[src/rtl/htif_csr_initiator.sv]
// Host-side HTIF CSR initiator: one outstanding CSR read/write at a time,
// with a target reset pulse generator and a reply timeout.
//
// state    | meaning
// ---------+-------------------------------------------------------------
// RST_HOLD | target_reset driven high, stale replies drained, hung cleared on exit
// IDLE     | waiting for a host command or a reset request
// REQ      | csr_req_valid asserted until the tile accepts the request
// WAIT     | csr_rep_ready asserted until the tile replies or the timer expires
// RESP     | response presented to the host until rsp_ready
module htif_csr_initiator #(
    parameter int XLEN         = 32,
    parameter int ADDR_W       = 12,
    parameter int TIMEOUT      = 1024,
    parameter int RESET_CYCLES = 16
) (
    input  logic              clk,
    input  logic              rst,
    input  logic              cmd_valid,
    output logic              cmd_ready,
    input  logic              cmd_rw,
    input  logic [ADDR_W-1:0] cmd_addr,
    input  logic [XLEN-1:0]   cmd_wdata,
    input  logic              reset_req,
    output logic              rsp_valid,
    input  logic              rsp_ready,
    output logic [XLEN-1:0]   rsp_rdata,
    output logic              rsp_err,
    output logic              csr_req_valid,
    input  logic              csr_req_ready,
    output logic              csr_req_rw,
    output logic [ADDR_W-1:0] csr_req_addr,
    output logic [XLEN-1:0]   csr_req_data,
    input  logic              csr_rep_valid,
    output logic              csr_rep_ready,
    input  logic [XLEN-1:0]   csr_rep_data,
    output logic              target_reset,
    output logic              hung
);

    localparam int TO_W   = $clog2(TIMEOUT);
    localparam int HOLD_W = $clog2(RESET_CYCLES);

    // Both timers count down to zero; zero is the terminal count.
    localparam logic [TO_W-1:0]   TO_INIT   = TO_W'(TIMEOUT - 1);
    localparam logic [HOLD_W-1:0] HOLD_INIT = HOLD_W'(RESET_CYCLES - 1);

    typedef enum logic [2:0] {
        RST_HOLD,
        IDLE,
        REQ,
        WAIT,
        RESP
    } state_t;

    state_t            state_q, state_d;
    logic [HOLD_W-1:0] hold_cnt_q, hold_cnt_d;
    logic [TO_W-1:0]   to_cnt_q, to_cnt_d;
    logic              target_reset_q, target_reset_d;
    logic              hung_q, hung_d;
    logic              req_rw_q, req_rw_d;
    logic [ADDR_W-1:0] req_addr_q, req_addr_d;
    logic [XLEN-1:0]   req_data_q, req_data_d;
    logic [XLEN-1:0]   rdata_q, rdata_d;
    logic              err_q, err_d;
    logic              to_expired;

    assign to_expired = (to_cnt_q == '0);

    always_ff @(posedge clk or negedge rst) begin
        if (!rst) begin
            state_q        <= RST_HOLD;
            hold_cnt_q     <= HOLD_INIT;
            to_cnt_q       <= '0;
            target_reset_q <= 1'b1;
            hung_q         <= 1'b0;
            req_rw_q       <= 1'b0;
            req_addr_q     <= '0;
            req_data_q     <= '0;
            rdata_q        <= '0;
            err_q          <= 1'b0;
        end else begin
            state_q        <= state_d;
            hold_cnt_q     <= hold_cnt_d;
            to_cnt_q       <= to_cnt_d;
            target_reset_q <= target_reset_d;
            hung_q         <= hung_d;
            req_rw_q       <= req_rw_d;
            req_addr_q     <= req_addr_d;
            req_data_q     <= req_data_d;
            rdata_q        <= rdata_d;
            err_q          <= err_d;
        end
    end

    always_comb begin
        state_d        = state_q;
        hold_cnt_d     = hold_cnt_q;
        to_cnt_d       = to_cnt_q;
        target_reset_d = target_reset_q;
        hung_d         = hung_q;
        req_rw_d       = req_rw_q;
        req_addr_d     = req_addr_q;
        req_data_d     = req_data_q;
        rdata_d        = rdata_q;
        err_d          = err_q;

        case (state_q)
            RST_HOLD: begin
                if (hold_cnt_q == '0) begin
                    state_d        = IDLE;
                    target_reset_d = 1'b0;
                    hung_d         = 1'b0;
                end else begin
                    hold_cnt_d = hold_cnt_q - HOLD_W'(1);
                end
            end
            IDLE: begin
                if (reset_req) begin
                    state_d        = RST_HOLD;
                    hold_cnt_d     = HOLD_INIT;
                    target_reset_d = 1'b1;
                end else if (cmd_valid) begin
                    req_rw_d   = cmd_rw;
                    req_addr_d = cmd_addr;
                    req_data_d = cmd_wdata;
                    to_cnt_d   = TO_INIT;
                    if (hung_q) begin
                        // A dead target gets no more HTIF traffic until reset.
                        state_d = RESP;
                        rdata_d = '0;
                        err_d   = 1'b1;
                    end else begin
                        state_d = REQ;
                    end
                end
            end
            REQ: begin
                if (to_expired) begin
                    state_d = RESP;
                    rdata_d = '0;
                    err_d   = 1'b1;
                    hung_d  = 1'b1;
                end else begin
                    to_cnt_d = to_cnt_q - TO_W'(1);
                    if (csr_req_ready) begin
                        state_d = WAIT;
                    end
                end
            end
            WAIT: begin
                // A reply landing on the expiry cycle still counts as a good reply.
                if (csr_rep_valid) begin
                    state_d = RESP;
                    rdata_d = csr_rep_data;
                    err_d   = 1'b0;
                end else if (to_expired) begin
                    state_d = RESP;
                    rdata_d = '0;
                    err_d   = 1'b1;
                    hung_d  = 1'b1;
                end else begin
                    to_cnt_d = to_cnt_q - TO_W'(1);
                end
            end
            RESP: begin
                if (rsp_ready) begin
                    state_d = IDLE;
                end
            end
            default: begin
                state_d = RST_HOLD;
            end
        endcase
    end

    assign cmd_ready     = (state_q == IDLE) & ~reset_req;
    assign csr_req_valid = (state_q == REQ);
    assign rsp_valid     = (state_q == RESP);
    // Held low while rst is asserted; high for the whole RST_HOLD drain once released.
    assign csr_rep_ready = rst & ((state_q == WAIT) | (state_q == RST_HOLD));

    assign csr_req_rw    = req_rw_q;
    assign csr_req_addr  = req_addr_q;
    assign csr_req_data  = req_data_q;
    assign rsp_rdata     = rdata_q;
    assign rsp_err       = err_q;
    assign target_reset  = target_reset_q;
    assign hung          = hung_q;

endmodule

[config.mk]
export PLATFORM = sky130hd
export DESIGN_NAME = htif_csr_initiator
export DESIGN_NICKNAME = d
export VERILOG_FILES = /design/src/rtl/htif_csr_initiator.sv
export SDC_FILE = /design/constraint.sdc
export NUM_CORES = 1
export LEC_CHECK = 0
export ABC_AREA = 1
export CELL_PAD_IN_SITES_DETAIL_PLACEMENT = 0
export CELL_PAD_IN_SITES_GLOBAL_PLACEMENT = 1
export CORE_MARGIN = 4
export CORE_UTILIZATION = 29
export DETAILED_ROUTE_END_ITERATION = 8
export PLACE_DENSITY = 0.87
export REMOVE_ABC_BUFFERS = 1
export SYNTH_ARGS = -nofsm -noshare
export SYNTH_HDL_FRONTEND = slang
export SYNTH_SLANG_ARGS = --single-unit
[constraint.sdc]
create_clock -name clk -period 1.55 [get_ports clk]
set_input_delay 0.31 -clock clk [delete_from_list [all_inputs] [get_ports clk]]
set_output_delay 0.31 -clock clk [all_outputs]
set_load 0.05 [all_outputs]
==> impl_metrics.py <==
metrics = {
    "outcome": {
        "status": "complete, but fails checks",
        "violations_in_the_final_reports": "negative hold slack, negative setup slack",
    },
    "synth": {
        "ys_top_cells_by_count": "nand2_1, dfrtp_1, nor2_1",
        "synth.ff_latch_count": 97,
        "synth-edff-count": 0,
        "synth_warnings": 0,
        "postSynth.asyncResetShare": 1.00,
        "synth_largest_area_cell": "dfrtp_1",
        "synth.area.top_cells": "dfrtp_1, nand2_1, mux2_2",
        "number_of_instances_in_the_synthesized_netlist": 461,
        "post-synth-top-count-cell": "nand2_1",
        "synthFlopType": "dfrtp_1",
        "synth_area_per_cell_sq_um": 9.48,
        "summed_instance_area_of_the_synthesized_netlist_sq_um": 4370,
        "yosysUniqueCellTypes": 31,
        "synth_top_cell_area_share": 0.527,
        "seq_area_frac_synth": 0.557,
    },
    "worst_setup_path": {
        "worst_ep_arrival_time_ns": 1.96,
        "stages_on_worst_setup_path": 11,
        "timing.critical_path.fanout_max": 5,
        "setup.worst_path.class": "flip-flop to flip-flop",
        "regToRegStartpoint": "state_q[1]",
        "critPathTopFamily": "buffers and inverters",
        "regToRegEndpoint": "to_cnt_q[4]",
        "r2r_setup_slack_ns": -0.18,
        "cp_slowest_cell": "dfrtp_2",
        "worst_ep_required_time_ns": 1.78,
        "end_kind": "flip-flop",
        "r2r_cells": 11,
        "cpPeakStageDelay_ns": 0.47,
        "crit_chain": "buf_6, nand3_4, buf_4, nor2_2, inv_2, nand2_2, nor2_4, nand2_4, bufbuf_16, nand2_1, o21ai_0",
        "critical_path_buf_inv_count": 4,
        "startpoint_type": "flip-flop",
    },
    "pwr": {
        "clock_power_share": 0.120,
        "p_int_mw": 11.3,
        "cellLeakagePower_nw": 4.00,
        "power_frac_seq": 0.248,
        "power.density_cell_area_nw_per_um2": 2330,
        "net-switching-power_mw": 8.66,
        "power.share.switching": 0.434,
        "p_comb_frac": 0.633,
        "vdd.ir_drop.worst_v": 0.00145,
    },
    "clocking": {
        "tritoncts": "done",
        "cts.root.buffer_cell": "clkbuf_16",
        "worst_skew_pair.late_latency_ns": 0.35,
        "cts_inserted_buffers": 9,
        "clk_pin_slew_worst_paths_ns": 0.07,
        "cts.path.max_buffers": 2,
        "numClockSinks": 97,
        "cts_htree_levels": 3,
        "post_cts_hold_fix_bufs": 0,
    },
    "sta": {
        "achievable-frequency_ghz": 0.579,
        "layout_worst_path_cycle_share": 1.11,
        "maxSlewViolCount": 0,
        "skew_ns": 0.00518,
        "timing.hold.ws_ns": -0.0168,
        "slew-limit-headroom": 0.610,
        "finalCriticalPeriod_ns": 1.73,
        "fin_tns_setup_ns": -5.72,
        "final.setup.worst_slack_ns": -0.176,
        "final-setup-viol-count": 80,
        "finalHoldViolCount": 2,
        "grt_setup_unrepaired": "true",
        "timing_worst_slew_pin_value_ns": 0.585,
    },
    "finish": {
        "antenna_cells": 0,
        "finalNetCount": 777,
        "finish.cell_count_without_fillers": 880,
        "drive_gt1_frac": 0.411,
        "area_overhead_vs_synth_pct": 96.0,
        "nFillCells": 1140,
        "post-route-cell-area_sq_um": 8570,
        "layout.core_utilization": 0.585,
    },
    "detailed_routing": {
        "dr.pass1.iters": 4,
        "detail_route.wirelength_um": 15000,
        "drt-vias-per-instance": 4.66,
        "route.vias.total": 4103,
        "post_drt_wl_per_cell_um": 17.0,
        "detail_route.drc_violations": 0,
        "antenna_violating_nets_post_route": 0,
        "drt_first_iter_violations": 174,
    },
    "die": {
        "initial_core_util": 0.298,
        "core_area_sq_um": 14600,
        "die_width_um": 131,
        "ios": 168,
        "fp.dieH_um": 131,
        "die-area_sq_um": 17100,
        "row_cnt": 44,
    },
    "placement": {
        "pre_cts_slack_ns": -0.244,
        "detailed_place_hpwl_um": 9880,
        "placed_cells": 835,
        "gpl.final_weighted_congestion": 0.836,
        "dpl-instance-area_sq_um": 7390,
        "buffer_ports.inserted": 167,
    },
    "global_routing": {
        "vias_in_the_first_global_route": 4298,
        "grt.total_usage": 0.163,
        "gr-total-overflow": 0,
        "grt_start_max_net_pins": 98,
        "grt_antenna_before_repair": 0,
        "grt_pass1_wl_um": 21700,
    },
    "run": {
        "cap_violations": 0,
    },
    "min_path": {
        "hp-class": "input pin to asynchronous set/reset pin",
    },
}
==> sequential cells by signal, summed over array words and instances (netlist names), 3 cells and up <==
register	flops
to_cnt_q	10
hold_cnt_q	4
csr_req_addr	12
csr_req_data	32
state_q	3
rsp_rdata	32
==> placed cells by master, fill, tap and decap left out, drive strengths merged, types with 4 or more instances in the layout <==
| master | instances |
|---|---|
| nand3 | 39 |
| inv | 29 |
| dfstp | 5 |
| mux2 | 45 |
| o21ai | 12 |
| clkdlybuf4s50 | 82 |
| clkbuf | 16 |
| a21oi | 14 |
| nand2 | 148 |
| buf | 145 |
| clkinv | 4 |
| nor2 | 43 |
| dfrtp | 92 |
==> layout make-up <==
type                       instances  area (sq um)  area share
timing repair buffer             235          3340       0.390
sequential                        97          2440       0.284
multi-input combinational        320          2130       0.248
tap                              184           230      0.0269
clock buffer                       9           225      0.0263
inverter                          28           119      0.0139
clock inverter                     7          87.6      0.0102
==> power by group through the flow <==
stage	combinational, mW	clock (mW)	sequential, mW
detailed placement	10.8	0	4.90
global placement	10.6	0	4.83
finish	12.6	2.39	4.93
CTS	11.7	2.42	4.88
global route	13.2	2.54	5.07
floorplan	2.38	0	7.34
==> logic make-up (layout without fill, tap and decap cells) <==
logic type	Yosys count	count (layout)	share of synthesized area
fa+ha+maj	2	2	0.00572
simple gates	238	238	0.228
flops	97	97	0.557
mux	45	45	0.116
compound gates	32	32	0.0398
xor+xnor	3	3	0.00601
buf+inv	44	279	0.0481
==> per-stage QoR <==
step / hold WS [ns] / power [mW]
3_5_place_dp: 0.449 / 15.7
3_3_place_gp: 0.444 / 15.4
4_1_cts: 0.0703 / 19.0
5_1_grt: 0.0353 / 20.8
6_report: -0.0168 / 19.9
2_1_floorplan: 0.0144 / 9.72
==> how the worst max path moves through the flow <==
| stage | from | end | slack, ns |
|---|---|---|---|
| 6_report | state_q[1] | to_cnt_q[4] | -0.18 |
| 5_1_grt | state_q[1] | csr_rep_ready | -0.24 |
| 4_1_cts | state_q[2] | csr_rep_ready | -0.16 |
| 3_5_place_dp | reset_req | to_cnt_q[0] | -0.24 |
| 3_3_place_gp | cmd_valid | csr_req_data[5] | -0.19 |
| 2_1_floorplan | state_q[2] | csr_rep_ready | -0.59 |
==> layer usage <==
layer / vias to the layer above / routed length, um / GRT usage / part of all wire
met4: 0 / 289 / 0.0623 / 0.019
met3: 23 / 1050 / 0.0569 / 0.070
met2: 133 / 7870 / 0.276 / 0.53
met5: - / 0 / 0 / 0
met1: 2001 / 5760 / 0.190 / 0.39
li1: 1946 / - / - / -
==> repair_timing <==
action	in CTS	in global routing
cloned	3	9
setup endpoints to repair	51	98
hold endpoints to repair	0	0
gates resized for setup	52	75
pin swaps	14	15
setup buffers	12	6
Power figures use the tool's default switching activity.
